[config.mk]
export PLATFORM = sky130hd
export DESIGN_NAME = host_bus_bridge
export DESIGN_NICKNAME = d
export VERILOG_FILES = /design/src/rtl/host_bus_bridge.sv
export SDC_FILE = /design/constraint.sdc
export NUM_CORES = 1
export LEC_CHECK = 0
export CORE_MARGIN = 5
export CORE_UTILIZATION = 59
export DETAILED_ROUTE_END_ITERATION = 16
export MAX_ROUTING_LAYER = met4
export PLACE_DENSITY = 0.92
export SYNTH_ARGS = -nofsm -noshare
export SYNTH_HDL_FRONTEND = slang
export SYNTH_SLANG_ARGS = --single-unit
[constraint.sdc]
create_clock -name clk -period 3.85 [get_ports clk]
set_input_delay 0.5775 -clock clk [delete_from_list [all_inputs] [get_ports clk]]
set_output_delay 0.5775 -clock clk [all_outputs]
set_load 0.02 [all_outputs]
[src/rtl/host_bus_bridge.sv]
// Host bus bridge: filters the asynchronous host strobes, queues writes in a small FIFO
// and issues one request at a time to the core over a req/ack handshake.
module host_bus_bridge #(
  parameter int ADDR_W     = 2,
  parameter int DATA_W     = 8,
  parameter int FILTER_LEN = 3,
  parameter int FIFO_DEPTH = 4
) (
  input  logic                          clk,
  input  logic                          reset_n,
  input  logic                          csr_n,
  input  logic                          csw_n,
  input  logic [ADDR_W-1:0]             mode,
  input  logic [DATA_W-1:0]             cd_in,
  output logic [DATA_W-1:0]             cd_out,
  output logic                          cd_oe,
  output logic                          vdp_req,
  output logic                          vdp_wrt,
  output logic [ADDR_W-1:0]             vdp_adr,
  output logic [DATA_W-1:0]             vdp_dbo,
  input  logic [DATA_W-1:0]             vdp_dbi,
  input  logic                          vdp_ack,
  output logic [$clog2(FIFO_DEPTH):0]   fifo_level,
  output logic                          overflow,
  output logic                          conflict
);

  localparam int AW = $clog2(FIFO_DEPTH);
  localparam int EW = ADDR_W + DATA_W;
  localparam logic [3:0] FL_M1 = 4'(FILTER_LEN - 1);
  localparam logic [AW:0] DEPTH_L = (AW+1)'(FIFO_DEPTH);

  typedef enum logic [1:0] {IDLE, WR_REQ, RD_REQ} state_t;

  // Index 0 is the read strobe, index 1 the write strobe.
  logic [1:0]        stb_s1, stb_s2, filt, filt_d, armed, fall;
  logic [3:0]        cnt [2];
  logic [1:0]        prime_q;
  logic [ADDR_W-1:0] mode_s1, mode_s2;
  logic [DATA_W-1:0] cd_s1, cd_s2;

  always_ff @(posedge clk or negedge reset_n) begin
    if (!reset_n) begin
      stb_s1  <= '1;
      stb_s2  <= '1;
      mode_s1 <= '1;
      mode_s2 <= '1;
      cd_s1   <= '1;
      cd_s2   <= '1;
      prime_q <= '0;
    end else begin
      stb_s1  <= {csw_n, csr_n};
      stb_s2  <= stb_s1;
      mode_s1 <= mode;
      mode_s2 <= mode_s1;
      cd_s1   <= cd_in;
      cd_s2   <= cd_s1;
      prime_q <= {prime_q[0], 1'b1};
    end
  end

  // A strobe is armed only once a real high sample has been seen with the filter high,
  // so a strobe held low through reset cannot look like an access.
  always_ff @(posedge clk or negedge reset_n) begin
    if (!reset_n) begin
      filt   <= '1;
      filt_d <= '1;
      armed  <= '0;
      for (int i = 0; i < 2; i++) cnt[i] <= '0;
    end else begin
      filt_d <= filt;
      for (int i = 0; i < 2; i++) begin
        if (stb_s2[i] == filt[i]) begin
          cnt[i] <= '0;
        end else if (cnt[i] == FL_M1) begin
          filt[i] <= stb_s2[i];
          cnt[i]  <= '0;
        end else begin
          cnt[i] <= cnt[i] + 4'd1;
        end
        if (prime_q[1] && filt[i] && stb_s2[i]) armed[i] <= 1'b1;
      end
    end
  end

  logic rd_edge, wr_edge, both_low;
  assign fall     = filt_d & ~filt & armed;
  assign rd_edge  = fall[0] & filt[1];
  assign wr_edge  = fall[1] & filt[0];
  assign both_low = ~filt[0] & ~filt[1] & (|armed);

  // Handshake: vdp_req with vdp_wrt/vdp_adr/vdp_dbo is held stable until a clock where
  // vdp_req and vdp_ack are both 1; that clock completes the transfer.
  state_t state_q, state_d;
  logic   ack_en, push, pop, rd_done, fifo_full, fifo_empty;
  logic   rd_pending;
  logic [ADDR_W-1:0] rd_mode;
  logic [EW-1:0]     mem [FIFO_DEPTH];
  logic [AW:0]       wptr, rptr;
  logic [EW-1:0]     head;

  assign ack_en     = vdp_ack & vdp_req;
  assign fifo_level = wptr - rptr;
  assign fifo_full  = (fifo_level == DEPTH_L);
  assign fifo_empty = (fifo_level == '0);
  assign push       = wr_edge & ~fifo_full;
  assign pop        = ack_en && (state_q == WR_REQ);
  assign rd_done    = ack_en && (state_q == RD_REQ);
  assign head       = mem[rptr[AW-1:0]];

  always_ff @(posedge clk) begin
    if (push) mem[wptr[AW-1:0]] <= {mode_s2, cd_s2};
  end

  always_ff @(posedge clk or negedge reset_n) begin
    if (!reset_n) begin
      wptr       <= '0;
      rptr       <= '0;
      rd_pending <= 1'b0;
      rd_mode    <= '0;
      cd_out     <= '0;
      cd_oe      <= 1'b0;
      overflow   <= 1'b0;
      conflict   <= 1'b0;
    end else begin
      if (push) wptr <= wptr + 1'b1;
      if (pop)  rptr <= rptr + 1'b1;
      if (rd_done) begin
        cd_out     <= vdp_dbi;
        rd_pending <= 1'b0;
      end
      if (rd_edge && !rd_pending) begin
        rd_pending <= 1'b1;
        rd_mode    <= mode_s2;
      end
      if ((wr_edge && fifo_full) || (rd_edge && rd_pending)) overflow <= 1'b1;
      if (both_low) conflict <= 1'b1;
      cd_oe <= ~stb_s2[0];
    end
  end

  logic              req_d, wrt_d;
  logic [ADDR_W-1:0] adr_d;
  logic [DATA_W-1:0] dbo_d;

  always_ff @(posedge clk or negedge reset_n) begin
    if (!reset_n) begin
      state_q <= IDLE;
      vdp_req <= 1'b0;
      vdp_wrt <= 1'b0;
      vdp_adr <= '0;
      vdp_dbo <= '0;
    end else begin
      state_q <= state_d;
      vdp_req <= req_d;
      vdp_wrt <= wrt_d;
      vdp_adr <= adr_d;
      vdp_dbo <= dbo_d;
    end
  end

  // Writes are checked first so a pending read never overtakes queued writes.
  always_comb begin
    state_d = state_q;
    case (state_q)
      IDLE: begin
        if (!fifo_empty)     state_d = WR_REQ;
        else if (rd_pending) state_d = RD_REQ;
      end
      WR_REQ, RD_REQ: if (ack_en) state_d = IDLE;
      default: state_d = IDLE;
    endcase
  end

  always_comb begin
    req_d = (state_d != IDLE);
    wrt_d = vdp_wrt;
    adr_d = vdp_adr;
    dbo_d = vdp_dbo;
    if (state_q == IDLE && state_d == WR_REQ) begin
      wrt_d = 1'b1;
      adr_d = head[EW-1:DATA_W];
      dbo_d = head[DATA_W-1:0];
    end else if (state_q == IDLE && state_d == RD_REQ) begin
      wrt_d = 1'b0;
      adr_d = rd_mode;
    end
  end

endmodule
-- Word level (Yosys, flattened, before mapping)
Memories as Yosys holds them, arrays and structs flattened.
Index checks and enable logic that the tools add are counted.
- register bits after elaboration: 74
- input port bits: 23
- RAM bits: 40
- word-level logic and storage cells: 95
- output and inout bits: 26
- memories kept: 1
- bitwise logic cells: 15
- equal/unequal tests: 9
- reductions and logical operators: 22
- $add $sub $neg: 5
- muxes and demuxes: 16
- memory list (memory ; depth ; width ; rd ports ; clocked after Yosys merged registers in ; wr ports ; line ; text):
    mem ; 4 ; 10 ; 1 ; 0 ; 1 ; 98 ; logic [EW-1:0] mem [FIFO_DEPTH];
- operator list (cell ; count):
    two-way mux 4 bit ; 4
    logical AND 1 bit ; 11
    two-way mux 2 bit ; 5
    adder 4 x 1 -> 4 bit (second input constant) ; 2
    == test 4 x 2 -> 1 bit (second input constant) ; 2
    adder 3 x 1 -> 3 bit (second input constant) ; 2
    AND 1 bit ; 6
    two-way mux 1 bit ; 6
    NOT 1 bit ; 6
    nonzero test 2 bit ; 3
    AND 2 bit ; 2
    == test 2 x 1 -> 1 bit (second input constant) ; 2
    == test 2 bit (second input constant) ; 2
    case mux 2 bit (2 select lines) ; 1
    AND reduction 2 bit ; 2
    OR reduction 2 bit ; 2
    == test 3 bit (second input constant) ; 1
    zero test 3 bit ; 1
    subtractor 3 bit ; 1
    == test 1 bit ; 2
    zero test 2 bit ; 1
    NOT 2 bit ; 1
    zero test 1 bit ; 1
    logical OR 1 bit ; 1

-- Logic depth before layout (Yosys ltp)
Gate-level depths: netlist (run 1).
- word-level depth: 8
- mapped depth: 8
- mapped depth without buffers: 7

-- Worst setup path before layout (run 1)
Ideal clock, no wire load.
- path kind: reg2reg
- start point: register wptr[0]
- end point: memory mem[3][0] (netlist name), enable pin
- path buffers: 0
- required time: 3.499 ns
- data arrival time: 2.074 ns
- setup time: 0.351 ns
- path slack: 1.425 ns
- cell stages (with the launch flop): 7
- period minus slack after synthesis: 2.425 ns
- cells stage by stage: dfrtp_1 -> inv_1 -> ha_1 -> fa_1 -> xor3_2 -> a31oi_2 -> and2_1
- cells in the longest elaborated chain, start to end: 6
- ends and longest elaborated chain (element ; line ; text):
    start: declaration ; 99 ; logic [AW:0] wptr, rptr;
    start signal: assignment ; 126 ; if (push) wptr <= wptr + 1'b1;
    subtractor 3 bit ; 103 ; assign fifo_level = wptr - rptr;
    via fifo_level[2] ; 23 ; output logic [$clog2(FIFO_DEPTH):0] fifo_level,
    == test 3 bit ; 104 ; assign fifo_full = (fifo_level == DEPTH_L);
    NOT 1 bit ; 106 ; assign push = wr_edge & ~fifo_full;
    AND 1 bit ; 106 ;
    two-way mux 1 bit ; 112 ; if (push) mem[wptr[AW-1:0]] <= {mode_s2, cd_s2};
    two-way mux 1 bit (implied by the code) ; 112 ;
    end: declaration ; 98 ;
The timed path passes the listed nets, and every way through them passes these cells.

-- Final worst setup path (run 1)
- start point: register rptr[0]
- end point: output fifo_level[2]
- cells in the longest elaborated chain, start to end: 1
- ends and longest elaborated chain (element ; line ; text):
    start: declaration ; 99 ;
    start signal: assignment ; 127 ; if (pop) rptr <= rptr + 1'b1;
    subtractor 3 bit ; 103 ;
    end: declaration ; 23 ;
No other way between the ends.

==> results.txt, run 1 <==
- Run status: completed
- After detailed routing, the average wire length per cell comes to 19.12 um.
* GRT Overall Usage: a little over a fifth
- Relative to the synthesized area, the layout overhead comes to 27.17%.
* Number of placement rows: 31
- Clock network latency to the later pin of the worst-skew pair: a little over 0.5 ns
* Number of max-slew violations in the final report: 0
- Sum of negative setup slack: 0 ns
* Total half-perimeter wirelength after legalization and detailed placement: slightly above 5 mm
- Max stage delay on crit path: roughly 0.66 ns
* Fin cells: around 430
- CP required: ~3.3 ns
* Antenna diode count: 0
* Relative slew margins: approximately 50%
- FF-to-FF Start: rptr[0]
- Measured along the y axis, the die boundary spans roughly 96 um.
* CTS-repair resized insts: 0
- At the end of routability-driven placement, the weighted congestion stood at around 0.77.
* Critical path class: flop to primary output
- Count of buffers from port buffering: 48
- Number of buffers created by CTS: 17
* Clk pin slew, worst setup/hold paths: ~0.06 ns
- Crit path capture type: primary output
* Remaining global-route overflow: 0
* Sink count of the clock tree: 114
- The final layout contains roughly 360 nets.
* Worst-case vdd ir drop: ~0.60 mV
* CTS max path bufs: 2
- Post-placement cell count: 399
- Mapped Nets: slightly below 300
* Launch point of the critical path: rptr[0]
- Entering global routing, the biggest net connects 39 pins.
- Sequential share of the synthesized area: 71.25%
- Max-cap violations in this run came to 0.
* Maximum fanout encountered on the critical timing path: 13
- Setup crit start kind: flop
- Initial Util: 60.08%
- First-pass iteration count of the detailed router: 6
- Commonest non-fill, non-tap cells in the layout: 47 x sky130_fd_sc_hd__clkdlybuf4s50_1, 46 x sky130_fd_sc_hd__dfrtp_1, 40 x sky130_fd_sc_hd__edfxtp_1, 28 x sky130_fd_sc_hd__dfstp_2, 16 x sky130_fd_sc_hd__clkbuf_16
* Summed instance area of the synthesized netlist: between 0.004 and 0.005 mm^2
- Number of antenna violations at the first check in global routing: 0
- Counting cells, the worst reg-to-reg path comes to 5.
* Min Clock Period, post-route: 3.419 ns
* Number of antenna-violating nets in the routed design: 0
* Final count of hold timing violations: 0
- Vias after detailed routing: about 2400
- After floorplanning, the core was sized to cover just over 0.007 mm^2.
- TritonCTS built the clock tree.
* H-tree depth: 4
- The first global-routing pass estimated 13.54 mm of wire.
- DRC violations left: 0
- Of the cells placed in the final design, the portion with a size suffix greater than 1 is between 30% and 40%.
- Post-CTS Hold Fix Bufs: 0
- Pin placement for this block handled between 40 and 50 I/O pins.
* Most common cell after layout, fill and taps aside: sky130_fd_sc_hd__clkdlybuf4s50_1
* Register bit total from synthesis: around 110
- Summed over all cells, the static leakage comes to about 2.2 nW.
- Number of buffers inserted by post-CTS setup repair: 0
- Unrepaired setup endpoints after global routing: false
- Dividing the detail-routed via count by the number of cells gives 5.561.
- P per Cell Area: ~870 mW/mm^2
* DR iter-0 viols: between 200 and 250
- The via count of the first global-routing pass is approximately 2500.
* Arrival time of the worst setup path: 2.84 ns
* Worst path cell trace: ha_1 -> fa_1 -> xor3_2 -> clkdlybuf4s50_1
* Actual transition at the worst max-transition pin: about 0.77 ns
- Fin crit share: approximately nine tenths
- Setup-failing EPs final: 0
- Min-delay worst type: input port to async pin
- Dividing the synthesized area by the synthesized cell count gives about 17 um^2.
* Worst clock skew: between 0.009 and 0.01 ns
* Cell variety after synth: a little over 40
- In the synthesized netlist, the number of instances is around 260.
- Drt total wl: 8.241 mm
- Based on the critical path, the design can be clocked at up to approximately 0.29 GHz.
* Die Area: 0.009160 mm^2
- For this design, the slowest cell found on the critical path is sky130_fd_sc_hd__clkdlybuf4s50_1.
- Yosys warning total: 0
* X dimension of the die: 95.71 um
- The root buffer cell chosen for the clock tree is sky130_fd_sc_hd__clkbuf_8.
## registers in the layout, indices dropped and copies added, names as in the netlist, 3 cells and up
register and count:
cnt 8, cd_out 8, mem 40, rptr 3, vdp_dbo 8, cd_s1 8
wptr 3, cd_s2 8
## through the flow
step                area, um^2  util, %  worst slack (ns)  hold WS [ns]  power, mW
floorplan                 4334        -             1.425        0.2819      2.711
global placement          4917    68.16             1.014        0.3327      3.139
detailed placement        4917    68.16            0.9244        0.3468      3.217
CTS                       5512    76.40            0.3640        0.1469      4.827
global route              5512    76.40            0.2541        0.1964      5.025
finish                    5512    76.40            0.4311        0.1438      4.789
## layer usage
layer,track usage (%),part of all wire [%],vias up
met5,-,0,-
met4,9.716,2.4,0
met3,6.177,6.9,18
met2,31.91,49,117
met1,27.64,41,1207
li1,-,-,1055
## synth_stat cells
| library cell | count | area, um^2 |
|---|---|---|
| sky130_fd_sc_hd__o31ai_1 | 1 | 7.510 |
| sky130_fd_sc_hd__edfxtp_1 | 40 | 1201 |
| sky130_fd_sc_hd__nand2b_1 | 2 | 12.51 |
| sky130_fd_sc_hd__a31o_2 | 2 | 17.52 |
| sky130_fd_sc_hd__o32ai_1 | 1 | 8.760 |
| sky130_fd_sc_hd__inv_1 | 9 | 33.78 |
| sky130_fd_sc_hd__a21boi_0 | 1 | 7.510 |
| sky130_fd_sc_hd__clkbuf_1 | 2 | 7.510 |
| sky130_fd_sc_hd__buf_6 | 1 | 11.26 |
| sky130_fd_sc_hd__mux4_2 | 10 | 225.2 |
| sky130_fd_sc_hd__a21o_1 | 2 | 15.01 |
| sky130_fd_sc_hd__or2_2 | 2 | 12.51 |
| sky130_fd_sc_hd__buf_2 | 1 | 5.000 |
| sky130_fd_sc_hd__and2_1 | 6 | 37.54 |
| sky130_fd_sc_hd__dfstp_2 | 28 | 735.7 |
| sky130_fd_sc_hd__dfrtp_1 | 46 | 1151 |
| sky130_fd_sc_hd__conb_1 | 1 | 3.750 |
| sky130_fd_sc_hd__o2bb2ai_2 | 1 | 15.01 |
| sky130_fd_sc_hd__ha_1 | 12 | 150.1 |
| sky130_fd_sc_hd__nor3_1 | 1 | 5.000 |
| sky130_fd_sc_hd__nand3b_1 | 1 | 7.510 |
| sky130_fd_sc_hd__nor4b_1 | 1 | 8.760 |
| sky130_fd_sc_hd__a31oi_2 | 1 | 12.51 |
| sky130_fd_sc_hd__a31oi_1 | 2 | 12.51 |
| sky130_fd_sc_hd__nand4_1 | 1 | 6.260 |
| sky130_fd_sc_hd__nand4b_1 | 1 | 8.760 |
| sky130_fd_sc_hd__a21oi_1 | 3 | 15.01 |
| sky130_fd_sc_hd__o21ba_2 | 1 | 10.01 |
| sky130_fd_sc_hd__o21ai_0 | 9 | 45.04 |
| sky130_fd_sc_hd__o32a_1 | 1 | 10.01 |
| sky130_fd_sc_hd__fa_1 | 1 | 20.02 |
| sky130_fd_sc_hd__nor2b_1 | 2 | 12.51 |
| sky130_fd_sc_hd__nand3_1 | 8 | 40.04 |
| sky130_fd_sc_hd__mux2_4 | 7 | 105.1 |
| sky130_fd_sc_hd__xor3_2 | 1 | 25.02 |
| sky130_fd_sc_hd__nor2_1 | 12 | 45.04 |
| sky130_fd_sc_hd__mux2_2 | 13 | 146.4 |
| sky130_fd_sc_hd__a211oi_1 | 3 | 22.52 |
| sky130_fd_sc_hd__nand2_1 | 8 | 30.03 |
| sky130_fd_sc_hd__xnor2_1 | 5 | 43.79 |
| sky130_fd_sc_hd__xor2_1 | 5 | 43.79 |
## final cells by class
cell class                 count  area (um^2)
clock buffer                  17        414.1
tap                           99        123.9
clock inverter                15        180.2
sequential                   114         3088
multi-input combinational    128         1189
timing repair buffer          49        483.0
fill                         397         1703
inverter                       9        33.78
## where the power goes
part / total (mW) / switching, mW / internal (mW)
sequential: 1.78 / 0.244 / 1.53
combinational: 1.46 / 0.718 / 0.743
clock: 1.55 / 0.562 / 0.990
## worst max-delay path: cells and delay by family, from the launching register on
| family | cells | cell delay [ns] |
|---|---|---|
| adder cells (fa/ha/maj) | 2 | 0.70 |
| XOR/XNOR | 1 | 0.33 |
| flip-flops | 1 | 0.64 |
| buffers and inverters | 1 | 0.66 |
## logic make-up after synthesis
kind of cell / Yosys count / share of synthesized area [%]
buffers and inverters: 13 / 1.328
AO/OA/AOI/OAI: 28 / 4.590
AND/OR/NAND/NOR: 45 / 5.225
flip-flops: 114 / 71.25
XOR/XNOR: 11 / 2.598
adder cells (fa/ha/maj): 13 / 3.926
other: 1 / 0.08652
multiplexers: 30 / 11.00
## final timing paths
kind	end	slack, ns
worst max-delay path	fifo_level[2]	0.43
worst min-delay path	cd_out[6]	0.14
worst max register to register	mem[0][1]	0.85
worst min register to register	cd_s2[5]	0.35
max in group asynchronous	filt[1]	2.72
min in group clk	cd_s2[5]	0.35
Power figures use the tool's default switching activity.
==> run 2: changes to the inputs <==
--- a/config.mk
+++ b/config.mk
@@ -5,11 +5,15 @@
 export SDC_FILE = /design/constraint.sdc
 export NUM_CORES = 1
 export LEC_CHECK = 0
+export CELL_PAD_IN_SITES_DETAIL_PLACEMENT = 0
+export CELL_PAD_IN_SITES_GLOBAL_PLACEMENT = 1
 export CORE_MARGIN = 5
-export CORE_UTILIZATION = 59
+export CORE_UTILIZATION = 51
 export DETAILED_ROUTE_END_ITERATION = 16
 export MAX_ROUTING_LAYER = met4
-export PLACE_DENSITY = 0.92
+export PLACE_DENSITY = 0.93
+export REMOVE_ABC_BUFFERS = 1
+export SKIP_CTS_REPAIR_TIMING = 1
 export SYNTH_ARGS = -nofsm -noshare
 export SYNTH_HDL_FRONTEND = slang
 export SYNTH_SLANG_ARGS = --single-unit
==> run 2 against run 1 <==
Cell count up 1.2%. Critical endpoint unchanged. Sequential share of layout area down 0.15 points. Highest routed layer unchanged. Power is 0.33% higher. Non-clock buffer count down 1. Die area increased by 14%. Via count down 3.7%. Clock-buffer cell count rose by 2. Global-route usage shrank 3.7 points. Critical path depth unchanged. Combinational power barely moved. Flip-flop and latch count unchanged.
==> results.txt, run 2 (synthesis gave the netlist of run 1 again) <==
* Run status: completed
- The number of detailed-route iterations in the first pass is 4 (-2).
- Final routed wire length divided by cell count: 18.44 um (-3.5%)
- The top cell types in the final layout, fill and taps aside, are 47 x sky130_fd_sc_hd__clkdlybuf4s50_1, 46 x sky130_fd_sc_hd__dfrtp_1, 40 x sky130_fd_sc_hd__edfxtp_1, 28 x sky130_fd_sc_hd__dfstp_2, 16 x sky130_fd_sc_hd__clkbuf_16.
- The via count of the first global-routing pass was 2428 (-4.6%).
- Number of buffers created by CTS: 17 (unchanged)
* GRT Overall Usage: 17.76% (-3.7 points)
- Clk pin slew, worst setup/hold paths: 0.05 ns (about the same)
- The violation count after the first detailed-routing iteration came to 146 (-36%).
* Sink count of the clock tree: 114 (unchanged)
- The worst setup path is captured at a primary output.
- STA classifies the critical path startpoint as a flop.
- The cell sitting at the root of the clock tree is a sky130_fd_sc_hd__clkbuf_8.
- Net count of the finished layout: 354 (-0.28%)
- The maximum count of clock buffers along a single path is 2 (unchanged).
- RePlAce Congestion: 0.9052 (+17%)
* I/O Pins: 49 (unchanged)
- CP required: 3.27 ns (about the same)
- The H-tree level count was 4 (unchanged).
- Via count normalized by instance count: 5.296 (-4.8%)
- Setup repair after global routing left no endpoint under its margin.
- Remaining global-route overflow: 0 (unchanged)
* Fin cells: 436 (+1.2%)
- The overall die height is 102.2 um (+6.8%).
* Max Freq: 0.2916 GHz (-0.32%)
- The count of placed standard cells including taps is 404 (+1.3%).
- Actual transition at the worst max-transition pin: 0.9027 ns (+0.1338 ns)
- The worst register-to-register path begins at rptr[0].
- X dimension of the die: 102.2 um (+6.8%)
- The sum of net half-perimeters after detailed placement came to 5.325 mm (+4.0%).
- The count of max-cap constraint violations is 0 (unchanged).
* Number of max-slew violations in the final report: 0 (unchanged)
- The power density relative to cell area is 869.4 mW/mm^2 (about the same).
- The setup slack of the worst register-to-register path came to 0.90 ns (+0.05 ns).
- The initial antenna violation count came to 0 (unchanged).
- TritonCTS built the clock tree.
- Drt total wl: 8.041 mm (-2.4%)
- The worst setup path is of the flop to primary output kind.
- The clock insertion delay at the later pin of the skew report was 0.51 ns (about the same).
* Min-delay worst type: input port to async pin
* Overall power of the completed layout: 4.805 mW (+0.33%)
- The worst slew margin relative to its limit is 39.82% (-8.9 points).
* Reg2Reg Capture Point: vdp_dbo[7]
- The length in cells of the worst reg-to-reg path is 6 (+1).
* DRC violations left: 0 (unchanged)
- Layout Area Growth over Synthesis: 27.51%
- The diode insertion count for antenna repair came to 0 (unchanged).
- Most common cell after layout, fill and taps aside: sky130_fd_sc_hd__clkdlybuf4s50_1
- The leakage power of the design is 2.214 nW (+0.13%).
* Setup-failing EPs final: 0 (unchanged)
* Vias after detailed routing: 2309 (-3.7%)
- The largest fanout of any net on the critical path is 13 (unchanged).
* Sum of negative setup slack: 0 ns (unchanged)
- The number of standard-cell rows in the floorplan was 33 (+6.5%).
- Worst-case vdd ir drop: 0.4794 mV (-20%)
- The starting density of the core was 52.48% (-7.6 points).
- The number of fill cells was 552 (+39%).
- Flip-flop count of the largest register, all copies and words added: 40 (unchanged)
- The first-pass GRT wire length came to 12.95 mm (-4.3%).
- The core outline area is 0.008258 mm^2 (+14%).
* Min Clock Period, post-route: 3.430 ns (+0.01086 ns)
- Count of buffers from port buffering: 48 (unchanged)
- The die outline area is 0.01044 mm^2 (+14%).
- Share of post-route cells with drive strength above 1: 29.31% (-0.82 points)
- Number of antenna-violating nets in the routed design: 0 (unchanged)
* Pin count of the biggest net entering global routing: 75 (+92%)
- The final critical-path share of the clock period came to 89.09% (+0.28 points).
- Arrival time of the worst setup path: 2.85 ns (about the same)
- Final count of hold timing violations: 0 (unchanged)
- Worst clock skew: 0.01404 ns (+0.004420 ns)
[run 2: final cells by class]
type	count	area, um^2	area share, %
clock buffer	19	421.7	7.630
clock inverter	13	185.2	3.351
inverter	9	33.78	0.6113
multi-input combinational	128	1189	21.51
sequential	114	3088	55.88
tap	105	131.4	2.377
timing repair buffer	48	478.0	8.648
[run 2: per-stage QoR]
step / cell area, um^2 / worst slack [ns] / hold WS [ns] / utilization, %
final: 5527 / 0.4202 / 0.1790 / 66.92
after global routing: 5527 / 0.2601 / 0.2916 / 66.92
after CTS: 5527 / 0.3736 / 0.2188 / 66.92
after detailed placement: 4920 / 0.8846 / 0.3434 / 59.58
after global placement: 4920 / 0.9796 / 0.3361 / 59.58
after floorplan: 4310 / 1.192 / 0.2819 / -
[run 2: layer usage]
metal	track usage, %	up-vias	part of all wire (%)
met4	8.476	0	1.9
met2	24.94	82	49
met3	4.437	16	5.5
met1	24.41	1158	44
met5	-	-	0
li1	-	1053	-
[run 2: worst max-delay path, stage by stage, from the launching register on]
cell	delay [ns]
sky130_fd_sc_hd__dfrtp_1	0.63
sky130_fd_sc_hd__ha_1	0.34
sky130_fd_sc_hd__fa_1	0.37
sky130_fd_sc_hd__xor3_2	0.33
sky130_fd_sc_hd__clkdlybuf4s50_1	0.66
[run 2: power by group]
part | total, mW | switching, mW | leakage (nW) | internal, mW
clock network | 1.58 | 0.528 | 0.292 | 1.05
registers | 1.78 | 0.244 | 1.21 | 1.53
logic | 1.45 | 0.709 | 0.708 | 0.741
total | 4.80 | 1.48 | 2.21 | 3.32
[run 2: worst max path at each step]
stage / startpoint / to / depth (start not counted)
4_1_cts: rptr[0] / fifo_level[2] / 4
2_1_floorplan: rptr[0] / vdp_dbo[7] / 6
5_1_grt: rptr[0] / fifo_level[2] / 4
3_3_place_gp: rptr[0] / fifo_level[2] / 4
3_5_place_dp: rptr[0] / mem[1][5] / 5
6_report: rptr[0] / fifo_level[2] / 4
